<file path="config.mk">
export PLATFORM = sky130hd
export DESIGN_NAME = md_sched
export DESIGN_NICKNAME = d
export VERILOG_FILES = /design/src/rtl/md_sched.sv
export SDC_FILE = /design/constraint.sdc
export NUM_CORES = 1
export LEC_CHECK = 0
export ABC_AREA = 1
export ABC_CLOCK_PERIOD_IN_PS = 3100
export CORE_MARGIN = 2
export CORE_UTILIZATION = 41
export DETAILED_ROUTE_END_ITERATION = 10
export GPL_TIMING_DRIVEN = 0
export PLACE_DENSITY_LB_ADDON = 0.25
export SETUP_SLACK_MARGIN = 0.3
export SLEW_MARGIN = 0
export SYNTH_ARGS = -nofsm -noshare
export SYNTH_HDL_FRONTEND = slang
export SYNTH_SLANG_ARGS = --single-unit
</file>
<file path="constraint.sdc">
create_clock -name clk -period 3.1 [get_ports clk]
set_clock_uncertainty 0.15 [all_clocks]
set_input_delay 0.775 -clock clk [delete_from_list [all_inputs] [get_ports clk]]
set_output_delay 0.775 -clock clk [all_outputs]
set_load 0.03 [all_outputs]
</file>
<file path="src/rtl/md_sched.sv">
// md_sched: EX-stage multiply/divide scheduler. Steers one HI/LO op to the
// shared divider or the pipelined multiplier, stalls EX while it runs, and
// holds the 64-bit {hi,lo} result until the pipeline consumes it.
//
// Ports:
//   clk, rst            clock, async active-high reset
//   req_i, is_div_i     EX request and unit select (sampled in IDLE)
//   signed_i            signedness, latched per unit on accept
//   flush_i, hold_i     kill current op / keep finished result
//   div_start_o         level start to divider while DIV_BUSY
//   div_annul_o         one-cycle divider cancel (flush or timeout)
//   div_signed_o        latched sign for divider
//   div_ready_i         divider result valid
//   div_result_i        divider {remainder, quotient}
//   mul_start_o         one-cycle multiplier launch pulse
//   mul_signed_o        latched sign for multiplier
//   mul_result_i        multiplier product {hi,lo}
//   stall_o             combinational IF/ID/EX freeze
//   result_valid_o      hi_o/lo_o hold a finished result
//   hi_o, lo_o          result[63:32], result[31:0]
//   busy_cnt_o          saturating cycles spent in current busy state
//   timeout_o           sticky divider timeout flag

module md_sched #(
    parameter int MUL_LAT = 2,
    parameter int DIV_MAX = 40
) (
    input  logic        clk,
    input  logic        rst,
    input  logic        req_i,
    input  logic        is_div_i,
    input  logic        signed_i,
    input  logic        flush_i,
    input  logic        hold_i,
    output logic        div_start_o,
    output logic        div_annul_o,
    output logic        div_signed_o,
    input  logic        div_ready_i,
    input  logic [63:0] div_result_i,
    output logic        mul_start_o,
    output logic        mul_signed_o,
    input  logic [63:0] mul_result_i,
    output logic        stall_o,
    output logic        result_valid_o,
    output logic [31:0] hi_o,
    output logic [31:0] lo_o,
    output logic [5:0]  busy_cnt_o,
    output logic        timeout_o
);

    typedef enum logic [1:0] {
        S_IDLE,
        S_DIV_BUSY,
        S_MUL_BUSY,
        S_DONE
    } state_t;

    localparam logic [3:0]  MUL_LOAD = 4'(MUL_LAT - 1);
    localparam logic [31:0] DIV_LAST = 32'(DIV_MAX - 1);

    state_t      r_state;
    state_t      w_next;
    logic [5:0]  r_busy_cnt;
    logic [3:0]  r_mul_cnt;
    logic [63:0] r_result;
    logic        r_timeout;
    logic        r_div_signed;
    logic        r_mul_signed;
    logic        r_mul_start;

    logic        w_accept;
    logic        w_in_div;
    logic        w_in_mul;
    logic        w_div_ready;
    logic        w_div_expire;
    logic        w_mul_last;

    assign w_in_div    = (r_state == S_DIV_BUSY);
    assign w_in_mul    = (r_state == S_MUL_BUSY);
    assign w_accept    = (r_state == S_IDLE) && req_i && !flush_i;
    assign w_div_ready = w_in_div && div_ready_i;
    assign w_mul_last  = w_in_mul && (r_mul_cnt == 4'd0);

    // A ready arriving on the last allowed cycle still wins over timeout.
    assign w_div_expire = w_in_div && !div_ready_i &&
                          ({26'd0, r_busy_cnt} == DIV_LAST);

    always_ff @(posedge clk or posedge rst) begin
        if (rst) begin
            r_state <= S_IDLE;
        end else begin
            r_state <= w_next;
        end
    end

    always_comb begin
        w_next = r_state;
        unique case (r_state)
            S_IDLE: begin
                if (req_i) begin
                    w_next = is_div_i ? S_DIV_BUSY : S_MUL_BUSY;
                end
            end
            S_DIV_BUSY: begin
                if (div_ready_i || w_div_expire) begin
                    w_next = S_DONE;
                end
            end
            S_MUL_BUSY: begin
                if (r_mul_cnt == 4'd0) begin
                    w_next = S_DONE;
                end
            end
            S_DONE: begin
                if (!hold_i) begin
                    w_next = S_IDLE;
                end
            end
            default: w_next = S_IDLE;
        endcase
        // Flush beats ready, expiry and hold.
        if (flush_i) begin
            w_next = S_IDLE;
        end
    end

    always_ff @(posedge clk or posedge rst) begin
        if (rst) begin
            r_busy_cnt   <= 6'd0;
            r_mul_cnt    <= 4'd0;
            r_div_signed <= 1'b0;
            r_mul_signed <= 1'b0;
            r_mul_start  <= 1'b0;
        end else begin
            r_mul_start <= w_accept && !is_div_i;
            if (w_accept) begin
                r_busy_cnt <= 6'd0;
                r_mul_cnt  <= MUL_LOAD;
                if (is_div_i) begin
                    r_div_signed <= signed_i;
                end else begin
                    r_mul_signed <= signed_i;
                end
            end else begin
                if ((w_in_div || w_in_mul) && (r_busy_cnt != 6'h3F)) begin
                    r_busy_cnt <= r_busy_cnt + 6'd1;
                end
                if (w_in_mul && (r_mul_cnt != 4'd0)) begin
                    r_mul_cnt <= r_mul_cnt - 4'd1;
                end
            end
        end
    end

    // Result survives flush; only a completed op overwrites it.
    always_ff @(posedge clk or posedge rst) begin
        if (rst) begin
            r_result  <= 64'd0;
            r_timeout <= 1'b0;
        end else if (!flush_i) begin
            if (w_div_ready) begin
                r_result <= div_result_i;
            end else if (w_div_expire) begin
                r_result  <= 64'd0;
                r_timeout <= 1'b1;
            end else if (w_mul_last) begin
                r_result <= mul_result_i;
            end
        end
    end

    assign div_start_o    = w_in_div;
    assign div_annul_o    = w_in_div && (flush_i || w_div_expire);
    assign div_signed_o   = r_div_signed;
    assign mul_start_o    = r_mul_start;
    assign mul_signed_o   = r_mul_signed;
    assign stall_o        = !flush_i &&
                            (((r_state == S_IDLE) && req_i) ||
                             w_in_div || w_in_mul);
    assign result_valid_o = (r_state == S_DONE);
    assign hi_o           = r_result[63:32];
    assign lo_o           = r_result[31:0];
    assign busy_cnt_o     = r_busy_cnt;
    assign timeout_o      = r_timeout;

endmodule

</file>
==> results of run 1 <==
## state kept, by name (all words and copies together), names as in the netlist
name	flops
mul_start_o	1
r_mul_cnt	4
busy_cnt_o	6
r_result	64
r_state	2
div_signed_o	1
mul_signed_o	1
timeout_o	1
## power by group through the flow
stage | Sequential [mW] | Combinational [mW] | Clock [mW]
6_report | 1.73 | 3.11 | 0.815
3_5_place_dp | 1.74 | 3.11 | 0
2_1_floorplan | 2.53 | 0.959 | 0
5_1_grt | 1.78 | 3.36 | 0.876
4_1_cts | 1.73 | 3.12 | 0.828
3_3_place_gp | 1.72 | 3.04 | 0
## metal layers
metal	routed length [µm]	part of all wire, %
met1	5830	42
met5	0	0
met3	1170	8.4
met2	6670	48
met4	243	1.7
## cells by family after synthesis
kind of cell    Yosys count  synth area share, %
xor+xnor                  1                0.206
simple gates            446                 42.1
buf+inv                  57                 6.08
fa+ha+maj                 7                 2.06
flops                    80                 47.0
compound gates           20                 2.56
## final timing paths
kind | start | endpoint | cells past startpoint
max in group asynchronous | rst | busy_cnt_o[0] | 3
setup reg to reg | r_state[1] | r_result[50] | 12
setup / recovery | r_state[1] | div_annul_o | 8
min in group asynchronous | rst | r_result[10] | 2
hold / removal | r_result[35] | r_result[35] | 2
hold reg to reg | r_result[35] | r_result[35] | 2
## what timing repair did
| item | 4_1_cts | 5_1_grt |
|---|---|---|
| endpoints found under the setup margin | 2 | 2 |
| buffers inserted | 2 | 1 |
| gates resized for setup | 16 | 4 |
| pin swaps | 2 | 1 |
## tightest hold or removal path, cell delays in order (launching register included)
cell	delay, ps
dfrtp_1	340
nand2_1	50
nand2_1	60
## placed cells by master, fill, tap and decap left out, types with 2 or more instances in the layout
cell type / n
a21oi_1: 6
buf_1: 5
buf_2: 13
buf_4: 9
buf_6: 2
bufinv_16: 2
clkbuf_1: 11
clkbuf_8: 10
clkdlybuf4s50_1: 210
clkinv_2: 2
dfrtp_1: 79
ha_1: 6
inv_1: 18
inv_2: 3
nand2_1: 350
nand3_1: 77
nand4_1: 4
nor2_1: 11
o21ai_0: 8
o21bai_1: 2
## metrics by stage
step | cell area [µm²] | std cells | power (mW) | setup slack (ps) | util, %
final | 6830 | 979 | 5.66 | 398 | 67.0
after global routing | 6830 | 979 | 6.02 | 310 | 67.0
after CTS | 6810 | 978 | 5.68 | 314 | 66.9
after detailed placement | 6590 | 961 | 4.85 | -549 | 64.7
after global placement | 6570 | 960 | 4.76 | -513 | 64.5
after floorplan | 4270 | 611 | 3.49 | 402 | -
## final cells by class
| class | instances | area [µm²] | share of cell area (%) |
|---|---|---|---|
| inverters | 23 | 90.1 | 1.32 |
| multi-input cells | 474 | 2010 | 29.4 |
| repair buffers | 217 | 2170 | 31.8 |
| clock buffers | 11 | 131 | 1.92 |
| clock inverters | 4 | 70.1 | 1.03 |
| flip-flops and latches | 80 | 2000 | 29.3 |
| plain buffers | 34 | 183 | 2.68 |
| well taps | 136 | 170 | 2.49 |
==> flow_summary.toml, run 1 <==
[run_status]
status = "completed"

[sta]
totalNegativeSetupSlack_ps = 0
relSlewSlack_pct = 43.1
period_needed_ps = 2700
fmax_ghz = 0.370
rsz0062_at_grt = "false"
min_period_over_period_pct = 87.2
setup-violations-final = 0
finalHoldViolCount = 0
report.final.slew_viol_count = 0
hold_ws_ps = 331
worstMarginPinSlew_ps = 851

[pwr]
p_leak_nw = 3.44
swShare_pct = 43.8
p_comb_share_pct = 55.0
vdd_drop_max_uv = 416
share_clk_of_total_power_pct = 14.4
p_int_mw = 3.18
powerDensity_nw_per_um2 = 829
p_sw_mw = 2.48
seq_power_share_pct = 30.6

[die]
die_w_um = 106
fp.dieArea_um2 = 11200
start_util_pct = 41.8
rows = 37
core_area_um2 = 10200
pin_count = 214
die_h_um = 106

[worst_setup_path]
crit_required_ps = 2170
crit_path_max_incr_delay_ps = 400
crit_chain = "inv_1 -> ha_2 -> inv_1 -> nor2_2 -> nand3_2 -> clkbuf_8 -> a21oi_2 -> buf_6"
crit_path_end_kind = "output pin"
critPathArrivalTime_ps = 1780
cp-start-kind = "register"
crit_buf_inv = 4
crit_fanout = 4
critical_path_class = "reg2out"
slowest_stage = "dfrtp_1"
cpLargestDelayFamily = "buffers and inverters"
reg2reg_slack_ps = 970
path_common_cell = "inv_1"

[global_route]
grt_use_total_pct = 25.2
top_usage_layer = "met2"
antenna_found_initial = 0
grt_util_met2_pct = 43.4
grt_pass1_vias = 4644
met3_usage_pct = 6.25
overflow = 0
grt_max_degree = 42
gr-usage-met1_pct = 30.7
grt_pass1_wl_um = 22400

[place]
io_buffers = 213
gp_congestion = 0.866
dp_hpwl_um = 10700

[yosys]
ys_warn_count = 0
ys_types = 24
synth_most_common_cell = "nand2_1"
async_reset_ff_share_pct = 100
yosys-top-cells-area = "dfrtp_1 (47%), nand2_1 (31%), nand3_1 (9.1%)"
synth_edf_count = 0
synth_top_cell_area_share_pct = 47.0
synth_area_per_cell_um2 = 6.97
synth-seq-cells = 80
syn_nets = 754
synth_commonest_cells = "nand2_1 (350), dfrtp_1 (80), nand3_1 (77)"
synth_area_um2 = 4260
yosys_most_used_dff = "dfrtp_1"
ys_seq_area_share_pct = 47.0
netlist_instances = 611
synth.largest_area_cell = "dfrtp_1"

[route]
wl_um = 13900
drt_first_pass_iters = 5
wl_per_cell_um = 14.2
antenna_left = 0
via_count = 4705
drtIter0Drc = 252
route.detailed.drc = 0
vias_per_cell = 4.81

[layout]
final_layout_size_suffix_gt1_share_pct = 5.69
syn_to_final_growth_pct = 60.3
fin_nets = 982
n_antenna_cell = 0
fillerInstances = 906

[run]
cap_violations = 0

[clock_network]
ctsHoldBuffers = 0
cts_buffer_depth = 2
cts_tree = "yes"
path_clk_slew_ps = 80
cts_buffers = 9
cts-htree-levels = 3
clock_latency_ps = 350
clockRootBuffer = "clkbuf_8"
cts_sinks = 80

[worst_hold_path]
worstHoldPathType = "reg2reg"
Power figures use the tool's default switching activity.
==> run 2: changes to the inputs <==
--- a/config.mk
+++ b/config.mk
@@ -6,7 +6,6 @@
 export NUM_CORES = 1
 export LEC_CHECK = 0
 export ABC_AREA = 1
-export ABC_CLOCK_PERIOD_IN_PS = 3100
 export CORE_MARGIN = 2
 export CORE_UTILIZATION = 41
 export DETAILED_ROUTE_END_ITERATION = 10
==> results of run 2 <==
Same layout as run 1: the final DEF is identical, and so are final timing and power.
